**src/rtl/rw_write_stage.sv**
```systemverilog
`default_nettype none
// ============================================================================
// Module      : rw_write_stage
// Description : Commit stage for the read-write task worker. Each retiring
//               task produces a lane-aligned line write, and either a child
//               task enqueue or a finish notification to the commit queue.
//               Undo-log restores write the saved object and always finish.
//               Three saturating statistics counters are readable over a
//               small config port.
// Revision    : 1.0 - initial release
// ============================================================================
module rw_write_stage #(
    parameter int RW_WIDTH      = 32,
    parameter int LINE_WIDTH    = 512,
    parameter int SLOT_WIDTH    = 8,
    parameter int TASK_WIDTH    = 128,
    parameter int OCC_WIDTH     = 8,
    parameter int FIN_LOG_DEPTH = 2
) (
    input  logic                    clk,
    input  logic                    rst,

    // retiring task from the worker
    input  logic                    task_in_valid,
    output logic                    task_in_ready,
    input  logic                    task_in_undo,
    input  logic [SLOT_WIDTH-1:0]   task_in_slot,
    input  logic [31:0]             task_in_locale,
    input  logic                    task_in_wr_en,
    input  logic [RW_WIDTH-1:0]     task_in_wdata,
    input  logic                    task_in_child_valid,
    input  logic [TASK_WIDTH-1:0]   task_in_child,
    input  logic [OCC_WIDTH-1:0]    task_out_fifo_occ,
    input  logic                    gvt_slot_valid,
    input  logic [SLOT_WIDTH-1:0]   gvt_slot,

    // data-array write port
    output logic                    wvalid,
    input  logic                    wready,
    output logic [31:0]             waddr,
    output logic [LINE_WIDTH-1:0]   wdata,
    output logic [LINE_WIDTH/8-1:0] wstrb,

    // child-task enqueue
    output logic                    task_out_valid,
    input  logic                    task_out_ready,
    output logic [TASK_WIDTH-1:0]   task_out,
    output logic [SLOT_WIDTH-1:0]   task_out_slot,

    output logic                    unlock_locale,

    // finish notification to the CQ
    output logic                    finish_valid,
    input  logic                    finish_ready,
    output logic [SLOT_WIDTH-1:0]   finish_slot,
    output logic                    finish_is_undo,

    // config / statistics port
    input  logic                    cfg_wvalid,
    input  logic [7:0]              cfg_waddr,
    input  logic [31:0]             cfg_wdata,
    input  logic                    cfg_arvalid,
    input  logic [7:0]              cfg_araddr,
    output logic                    cfg_rvalid,
    output logic [31:0]             cfg_rdata
);

    localparam int c_WORDS      = LINE_WIDTH / RW_WIDTH;
    localparam int c_LANE_BITS  = (c_WORDS > 1) ? $clog2(c_WORDS) : 1;
    localparam int c_LANE_BYTES = RW_WIDTH / 8;
    localparam int c_BYTE_SHIFT = $clog2(c_LANE_BYTES);
    localparam int c_STRB_W     = LINE_WIDTH / 8;
    localparam int c_FIN_DEPTH  = 1 << FIN_LOG_DEPTH;

    localparam logic [7:0] c_ADDR_BASE   = 8'h10;
    localparam logic [7:0] c_ADDR_THRESH = 8'h14;
    localparam logic [7:0] c_ADDR_CNT_WR = 8'h20;
    localparam logic [7:0] c_ADDR_CNT_UN = 8'h24;
    localparam logic [7:0] c_ADDR_CNT_ST = 8'h28;
    localparam logic [7:0] c_ADDR_CLEAR  = 8'h2C;

    // ------------------------------------------------------------------
    // State
    // ------------------------------------------------------------------
    logic [31:0]             r_base;
    logic [OCC_WIDTH-1:0]    r_thresh;

    logic                    r_wvalid;
    logic [31:0]             r_waddr;
    logic [LINE_WIDTH-1:0]   r_wdata;
    logic [c_STRB_W-1:0]     r_wstrb;

    logic                    r_tvalid;
    logic [TASK_WIDTH-1:0]   r_task;
    logic [SLOT_WIDTH-1:0]   r_task_slot;

    logic [SLOT_WIDTH:0]     r_fin_mem [c_FIN_DEPTH];
    logic [FIN_LOG_DEPTH:0]  r_fin_wptr;
    logic [FIN_LOG_DEPTH:0]  r_fin_rptr;

    logic [31:0]             r_cnt_wr;
    logic [31:0]             r_cnt_undo;
    logic [31:0]             r_cnt_stall;

    logic                    r_cfg_rvalid;
    logic [31:0]             r_cfg_rdata;

    // ------------------------------------------------------------------
    // Combinational
    // ------------------------------------------------------------------
    logic [31:0]             w_addr;
    logic [LINE_WIDTH-1:0]   w_line_data;
    logic [c_STRB_W-1:0]     w_line_strb;
    logic                    w_wr_free;
    logic                    w_out_free;
    logic                    w_fin_empty;
    logic                    w_fin_full;
    logic                    w_thresh_ok;
    logic                    w_can_accept;
    logic                    w_accept;
    logic                    w_do_write;
    logic                    w_do_child;
    logic                    w_do_push;
    logic                    w_do_pop;
    logic                    w_stall;
    logic                    w_clear;
    logic [31:0]             w_rdata;
    logic                    w_unused_cfg;

    assign w_unused_cfg = ^cfg_wdata[31:30];

    // Byte address wraps naturally at 32 bits.
    assign w_addr = r_base + (task_in_locale << c_BYTE_SHIFT);

    generate
        if (c_WORDS > 1) begin : g_multi_lane
            logic [c_LANE_BITS-1:0] w_lane;
            assign w_lane      = task_in_locale[c_LANE_BITS-1:0];
            assign w_line_data = {{(LINE_WIDTH-RW_WIDTH){1'b0}}, task_in_wdata}
                                 << (32'(w_lane) * RW_WIDTH);
            assign w_line_strb = {{(c_STRB_W-c_LANE_BYTES){1'b0}}, {c_LANE_BYTES{1'b1}}}
                                 << (32'(w_lane) * c_LANE_BYTES);
        end else begin : g_single_lane
            assign w_line_data = task_in_wdata;
            assign w_line_strb = '1;
        end
    endgenerate

    assign w_wr_free   = ~r_wvalid | wready;
    assign w_out_free  = ~r_tvalid | task_out_ready;
    assign w_fin_empty = (r_fin_wptr == r_fin_rptr);
    assign w_fin_full  = (r_fin_wptr[FIN_LOG_DEPTH] != r_fin_rptr[FIN_LOG_DEPTH]) &&
                         (r_fin_wptr[FIN_LOG_DEPTH-1:0] == r_fin_rptr[FIN_LOG_DEPTH-1:0]);

    // A task sitting on the GVT slot must never be blocked by the threshold,
    // otherwise the system could deadlock behind a full downstream FIFO.
    assign w_thresh_ok = (task_out_fifo_occ < r_thresh) ||
                         (gvt_slot_valid && (gvt_slot == task_in_slot));

    // Resource check for the three task kinds; a full finish FIFO blocks a
    // push even when it is being popped in the same cycle.
    always_comb begin
        w_can_accept = 1'b0;
        if (task_in_undo) begin
            w_can_accept = w_wr_free & ~w_fin_full;
        end else if (task_in_child_valid) begin
            w_can_accept = w_out_free & (~task_in_wr_en | w_wr_free) & w_thresh_ok;
        end else begin
            w_can_accept = ~w_fin_full & (~task_in_wr_en | w_wr_free);
        end
    end

    // Ready is held low during reset so no output toggles until release.
    assign task_in_ready = task_in_valid & ~rst & w_can_accept;
    assign w_accept      = task_in_valid & task_in_ready;
    assign unlock_locale = w_accept;

    assign w_do_write = w_accept & (task_in_undo | task_in_wr_en);
    assign w_do_child = w_accept & ~task_in_undo & task_in_child_valid;
    assign w_do_push  = w_accept & (task_in_undo | ~task_in_child_valid);
    assign w_do_pop   = ~w_fin_empty & finish_ready;
    assign w_stall    = task_in_valid & ~task_in_ready;
    assign w_clear    = cfg_wvalid & (cfg_waddr == c_ADDR_CLEAR) & cfg_wdata[0];

    // ------------------------------------------------------------------
    // Sequential
    // ------------------------------------------------------------------

    // Config registers: base address and child-enqueue threshold.
    always_ff @(posedge clk or posedge rst) begin
        if (rst) begin
            r_base   <= '0;
            r_thresh <= '1;
        end else if (cfg_wvalid) begin
            if (cfg_waddr == c_ADDR_BASE) begin
                r_base <= {cfg_wdata[29:0], 2'b00};
            end
            if (cfg_waddr == c_ADDR_THRESH) begin
                r_thresh <= cfg_wdata[OCC_WIDTH-1:0];
            end
        end
    end

    // Write register: loads on an accepted write, holds until wready.
    always_ff @(posedge clk or posedge rst) begin
        if (rst) begin
            r_wvalid <= 1'b0;
            r_waddr  <= '0;
            r_wdata  <= '0;
            r_wstrb  <= '0;
        end else if (w_do_write) begin
            r_wvalid <= 1'b1;
            r_waddr  <= w_addr;
            r_wdata  <= w_line_data;
            r_wstrb  <= w_line_strb;
        end else if (wready) begin
            r_wvalid <= 1'b0;
        end
    end

    // Output register for the child task, holds until task_out_ready.
    always_ff @(posedge clk or posedge rst) begin
        if (rst) begin
            r_tvalid    <= 1'b0;
            r_task      <= '0;
            r_task_slot <= '0;
        end else if (w_do_child) begin
            r_tvalid    <= 1'b1;
            r_task      <= task_in_child;
            r_task_slot <= task_in_slot;
        end else if (task_out_ready) begin
            r_tvalid    <= 1'b0;
        end
    end

    // Finish FIFO storage and pointers; entries are {slot, is_undo}.
    always_ff @(posedge clk or posedge rst) begin
        if (rst) begin
            r_fin_wptr <= '0;
            r_fin_rptr <= '0;
            for (int i = 0; i < c_FIN_DEPTH; i++) begin
                r_fin_mem[i] <= '0;
            end
        end else begin
            if (w_do_push) begin
                r_fin_mem[r_fin_wptr[FIN_LOG_DEPTH-1:0]] <= {task_in_slot, task_in_undo};
                r_fin_wptr <= r_fin_wptr + 1'b1;
            end
            if (w_do_pop) begin
                r_fin_rptr <= r_fin_rptr + 1'b1;
            end
        end
    end

    // Saturating statistics counters; a clear overrides any increment.
    always_ff @(posedge clk or posedge rst) begin
        if (rst) begin
            r_cnt_wr    <= '0;
            r_cnt_undo  <= '0;
            r_cnt_stall <= '0;
        end else if (w_clear) begin
            r_cnt_wr    <= '0;
            r_cnt_undo  <= '0;
            r_cnt_stall <= '0;
        end else begin
            if (w_do_write && (r_cnt_wr != '1)) begin
                r_cnt_wr <= r_cnt_wr + 32'd1;
            end
            if (w_accept && task_in_undo && (r_cnt_undo != '1)) begin
                r_cnt_undo <= r_cnt_undo + 32'd1;
            end
            if (w_stall && (r_cnt_stall != '1)) begin
                r_cnt_stall <= r_cnt_stall + 32'd1;
            end
        end
    end

    // Read-data select; unmapped addresses read as zero.
    always_comb begin
        w_rdata = '0;
        case (cfg_araddr)
            c_ADDR_CNT_WR: w_rdata = r_cnt_wr;
            c_ADDR_CNT_UN: w_rdata = r_cnt_undo;
            c_ADDR_CNT_ST: w_rdata = r_cnt_stall;
            default:       w_rdata = '0;
        endcase
    end

    // Read response is registered one cycle after the request.
    always_ff @(posedge clk or posedge rst) begin
        if (rst) begin
            r_cfg_rvalid <= 1'b0;
            r_cfg_rdata  <= '0;
        end else begin
            r_cfg_rvalid <= cfg_arvalid;
            if (cfg_arvalid) begin
                r_cfg_rdata <= w_rdata;
            end
        end
    end

    // ------------------------------------------------------------------
    // Outputs
    // ------------------------------------------------------------------
    assign wvalid         = r_wvalid;
    assign waddr          = r_waddr;
    assign wdata          = r_wdata;
    assign wstrb          = r_wstrb;
    assign task_out_valid = r_tvalid;
    assign task_out       = r_task;
    assign task_out_slot  = r_task_slot;
    assign finish_valid   = ~w_fin_empty;
    assign finish_slot    = r_fin_mem[r_fin_rptr[FIN_LOG_DEPTH-1:0]][SLOT_WIDTH:1];
    assign finish_is_undo = r_fin_mem[r_fin_rptr[FIN_LOG_DEPTH-1:0]][0];
    assign cfg_rvalid     = r_cfg_rvalid;
    assign cfg_rdata      = r_cfg_rdata;

endmodule
`default_nettype wire

```
**config.mk**
```make
export PLATFORM = sky130hd
export DESIGN_NAME = rw_write_stage
export DESIGN_NICKNAME = d
export VERILOG_FILES = /design/src/rtl/rw_write_stage.sv
export SDC_FILE = /design/constraint.sdc
export NUM_CORES = 2
export LEC_CHECK = 0
export BUFFER_PORTS_ARGS = -buffer_cell sky130_fd_sc_hd__buf_2
export CORE_AREA = 2 2 415 417
export CTS_BUF_LIST = sky130_fd_sc_hd__clkbuf_8
export CTS_CLUSTER_DIAMETER = 200
export DETAILED_ROUTE_END_ITERATION = 8
export DIE_AREA = 0 0 417 419
export PLACE_DENSITY_LB_ADDON = 0.25
export SKIP_CTS_REPAIR_TIMING = 1
export SLEW_MARGIN = 20
export SYNTH_ARGS = -nofsm -noshare
export SYNTH_HDL_FRONTEND = slang
export SYNTH_SLANG_ARGS = --single-unit
```
**constraint.sdc**
```tcl
create_clock -name clk -period 43.9 [get_ports clk]
set_clock_uncertainty 0.1 [all_clocks]
set_input_delay 2.195 -clock clk [delete_from_list [all_inputs] [get_ports clk]]
set_output_delay 2.195 -clock clk [all_outputs]
set_load 0.01 [all_outputs]
```
[Word level (Yosys, flattened, before mapping)]
Index checks and enable logic that the tools add are counted.
Cells by class
  $add $sub $neg: 6
  magnitude comparators: 4
  equality and inequality tests: 13
  shift operators: 2
  mux-type cells: 19
  bitwise gates (word level): 31
  reduce and logical (&&, ||, !) cells: 15
Operators by type and width (count)
  left shift 32 x 9 -> 512 bit: 1
  two-way mux 32 bit: 6
  adder 32 x 1 -> 32 bit, second input constant: 3
  != test 32 bit, second input constant: 3
  case mux 32 bit (3 select lines): 1
  left shift 4 x 6 -> 64 bit, first input constant: 1
  bitwise mux 36 bit: 1
  adder 32 bit: 1
  equality test 8 x 6 -> 1 bit, second input constant: 4
  two-way mux 9 bit: 3
  binary-select mux 9 bit (select 2 bit): 1
  demux 9 bit (select 2 bit): 1
  equality test 8 x 5 -> 1 bit, second input constant: 2
  bitwise AND 1 bit: 15
  nonzero test 2 bit: 5
  NOT 1 bit: 9
  equality test 8 bit: 1
  < comparator 8 bit: 1
  logical AND 1 bit: 7
  adder 3 x 1 -> 3 bit, second input constant: 2
  greater-or-equal comparator 3 bit, second input constant: 2
  two-way mux 1 bit: 6
  NOT 2 -> 3 bit: 2
  OR 1 bit: 5
  other kinds (6): 7
Word-level totals
  bits in registers: 955
  bits of input ports: 276
  output and inout port bits: 791
  word-level logic and storage cells: 110

[Logic depth before layout (Yosys ltp)]
  depth in word-level cells: 13
  depth in mapped cells: 15
  gate-level depth less buffers: 12

[Worst setup path before layout]
No wires, ideal clock.
  path kind: input to output
  start point: input rst
  end point: output task_in_ready
  arrival time: 23129 ps
  setup slack: 18476 ps
  cell stages on the path: 8
  path buffers: 1
  cell sequence: inv_1 > nand2_1 > a21oi_1 > o21ai_0 > a21oi_1 > o31ai_1 > clkbuf_1 > inv_1
Between the ends
  cells in the longest elaborated chain, start to end: 3
RTL lines
  start: declaration: RTL line 21  | input logic rst,
  NOT 1 bit: RTL line 174  | assign task_in_ready = task_in_valid & ~rst & w_can_accept;
  bitwise AND 1 bit (2 in series): RTL line 174
  end: declaration: RTL line 25  | output logic task_in_ready,
No other way between the ends.

==> metrics.txt <==
Max Root-Sink Buffers 3; GRT Total Usage 16.1%; largest area contributor in the netlist dfrtp_1; Worst Setup SP rst; nets 4,184; reg2reg end waddr[31]; Syn. warnings 0; I/O Buffers 1,060; Worst Reg2Reg Path Length in Cells 13; Synth top area share 60.5%; worst skew pair latency 910 ps; CP max-delay cell buf_4; most instantiated cells after synthesis dfrtp_1 (897), a22o_1 (512), mux2_2 (241); Final Hold Viols 0; HP Class reg -> reg; Worst-Margin Slew 1110 ps; reg2reg setup slack 39,070 ps; CTS buffer count 166; status completed; post-synthesis sequential area ratio 61.0%; Die Width 417 µm; Pleak 24.8 nW; CP most frequent cell buf_4; DR vias/cell 4.51; WP depth 8; DR DRC count 0; crit path capture type asynchronous set/reset pin; CP Capture Point task_out[67]; cell area after synthesis 0.0371 mm²; pin count of the biggest net entering global routing 174; CORE AREA 0.171 mm²; fin worst setup slack 37,360 ps; most common cell in the synthesized netlist dfrtp_1; Slew headroom 26.0%; Setup TNS 0 ps; global-route wire length before repair 206,000 µm; fraction of registers with async set or reset after synthesis 100%; CTS HTree Levels 4; required time worst endpoint 44,670 ps; Clock Pin Slew Worst Setup and Hold Paths 50 ps; clk sinks 905; initial antenna violation count 31; Synth Flop Type dfrtp_1; Routed WL 145,000 µm; Place WS 36,080 ps; Crit Path Max Fanout 71; Initial Util 21.8%; DR vias 28,100; Worst Path Arrival 7310 ps; vias in the first global route 28,200; WP buf/inv 8; worst stage delay on the critical path 840 ps; fmax 0.153 GHz; total power divided by cell area 47.7 mW/mm²; largest cells by area after synthesis dfrtp_1 (60%), a22o_1 (12%), mux2_2 (7.3%); Core Util, Final 28.1%; Root Buffer clkbuf_8; I/O pin count 1,067; Mapped Cells 2,874; peak supply drop 0.0000348 V; Crit Path Category in -> async; post-layout min period 6540 ps; Power Total 2.28 mW; Syn-to-layout area delta 28.9%; syn_area_per_cell 12.9 µm²; reg2reg start r_thresh[1]; hold slack 371 ps; Tcrit/Tclk final 14.9%; RSZ-0062 raised after global routing false; Cell Chain, Critical Path buf_2, inv_8, buf_4, buf_4, buf_4, buf_4, buf_4, buf_4; DPL Wire Length 103,000 µm; cell family with most CP delay buffers and inverters; EDFF count, synth 0; FF+latch count, synth 905; Synth cell types 61; post-route antenna net violation count 0; layout cells sized above 1 41.2%; drt pass-1 iters 5; Pins Over Slew Limit 0; Avg WL per Cell 23.3 µm; max_cap viols 0; grt total ovfl 0; number of DRC markers in iteration 0 1,776; die height 419 µm; Placer Congestion 0.781; Die ar. 0.175 mm²; row count 152; critical path startpoint category primary input; Final Setup Violations 0; CTS tree built
==> sequential cells by signal, indices dropped and copies added, names as in the netlist, 3 cells and up <==
signal / flops
wstrb: 16
waddr: 30
r_fin_mem: 36
r_fin_wptr: 3
r_cnt_wr: 32
r_cnt_stall: 32
task_out: 128
r_fin_rptr: 3
wdata: 512
r_thresh: 8
r_base: 30
task_out_slot: 8
r_cnt_undo: 32
cfg_rdata: 32
==> power by group <==
| group | internal, mW | switching [mW] |
|---|---|---|
| Combinational | 0.185 | 0.256 |
| Sequential | 0.946 | 0.0711 |
| Clock | 0.445 | 0.380 |
| Total | 1.58 | 0.707 |
==> layer usage <==
layer | vias to the layer above | routed length (µm) | GRT usage (%)
met4 | 30 | 4700 | 5.75
met1 | 14300 | 54500 | 17.7
met5 | - | 197 | 0
met2 | 971 | 77100 | 29.3
li1 | 12500 | - | -
met3 | 257 | 8750 | 4.48
==> worst min-delay path by stage <==
stage,startpoint,endpoint,slack [ps],cells past startpoint
floorplan,r_fin_rptr[2],r_fin_rptr[2],370,1
global placement,waddr[2],waddr[2],360,2
detailed placement,waddr[2],waddr[2],360,2
CTS,waddr[2],waddr[2],380,2
global route,r_fin_mem[13],r_fin_mem[13],410,1
finish,waddr[2],waddr[2],370,2
==> tightest hold or removal path: cells and delay by family (launching register included) <==
family           cells  cell delay (ps)
flip-flops           1              340
AND/OR/NAND/NOR      2              100
==> area by class of cell <==
| cell class | count | area [µm²] |
|---|---|---|
| timing repair buffer | 1108 | 5730 |
| clock inverter | 84 | 519 |
| inverter | 33 | 131 |
| sequential | 905 | 22700 |
| multi-input combinational | 1649 | 13100 |
| clock buffer | 210 | 2890 |
| antenna | 10 | 25.0 |
| fill | 17900 | 123000 |
| tap | 2233 | 2790 |
==> per-stage QoR <==
step | std cells | instance area (µm²)
2_1_floorplan | 2875 | 37100
3_3_place_gp | 5927 | 44400
3_5_place_dp | 5927 | 44400
4_1_cts | 6221 | 47800
5_1_grt | 6228 | 47800
6_report | 6232 | 47900
==> cell usage in the layout, fill, tap and decap left out, types with 24 or more instances in the layout <==
cell type / count
nand2_1: 126
a21oi_1: 83
nand4_1: 27
xor2_1: 45
xnor2_1: 40
or3_1: 24
ha_1: 44
nand3_1: 41
a22oi_1: 33
o21ai_0: 66
nor2_1: 121
mux2_2: 241
inv_1: 85
buf_4: 45
clkbuf_8: 210
a21o_1: 32
dfrtp_1: 897
a22o_1: 512
nand2b_1: 24
buf_2: 1059
==> cell families (layout without fill, tap and decap cells) <==
group | count (synthesis) | count (layout) | share of synthesized area (%)
XOR/XNOR | 85 | 85 | 2.01
other | 1 | 12 | 0.0101
flip-flops | 905 | 905 | 61.0
AO/OA/AOI/OAI | 769 | 769 | 16.4
adder cells (fa/ha/maj) | 45 | 45 | 1.54
AND/OR/NAND/NOR | 482 | 482 | 6.64
buffers and inverters | 321 | 1435 | 4.09
multiplexers | 266 | 266 | 8.29
(Power assumes the default switching activity.)
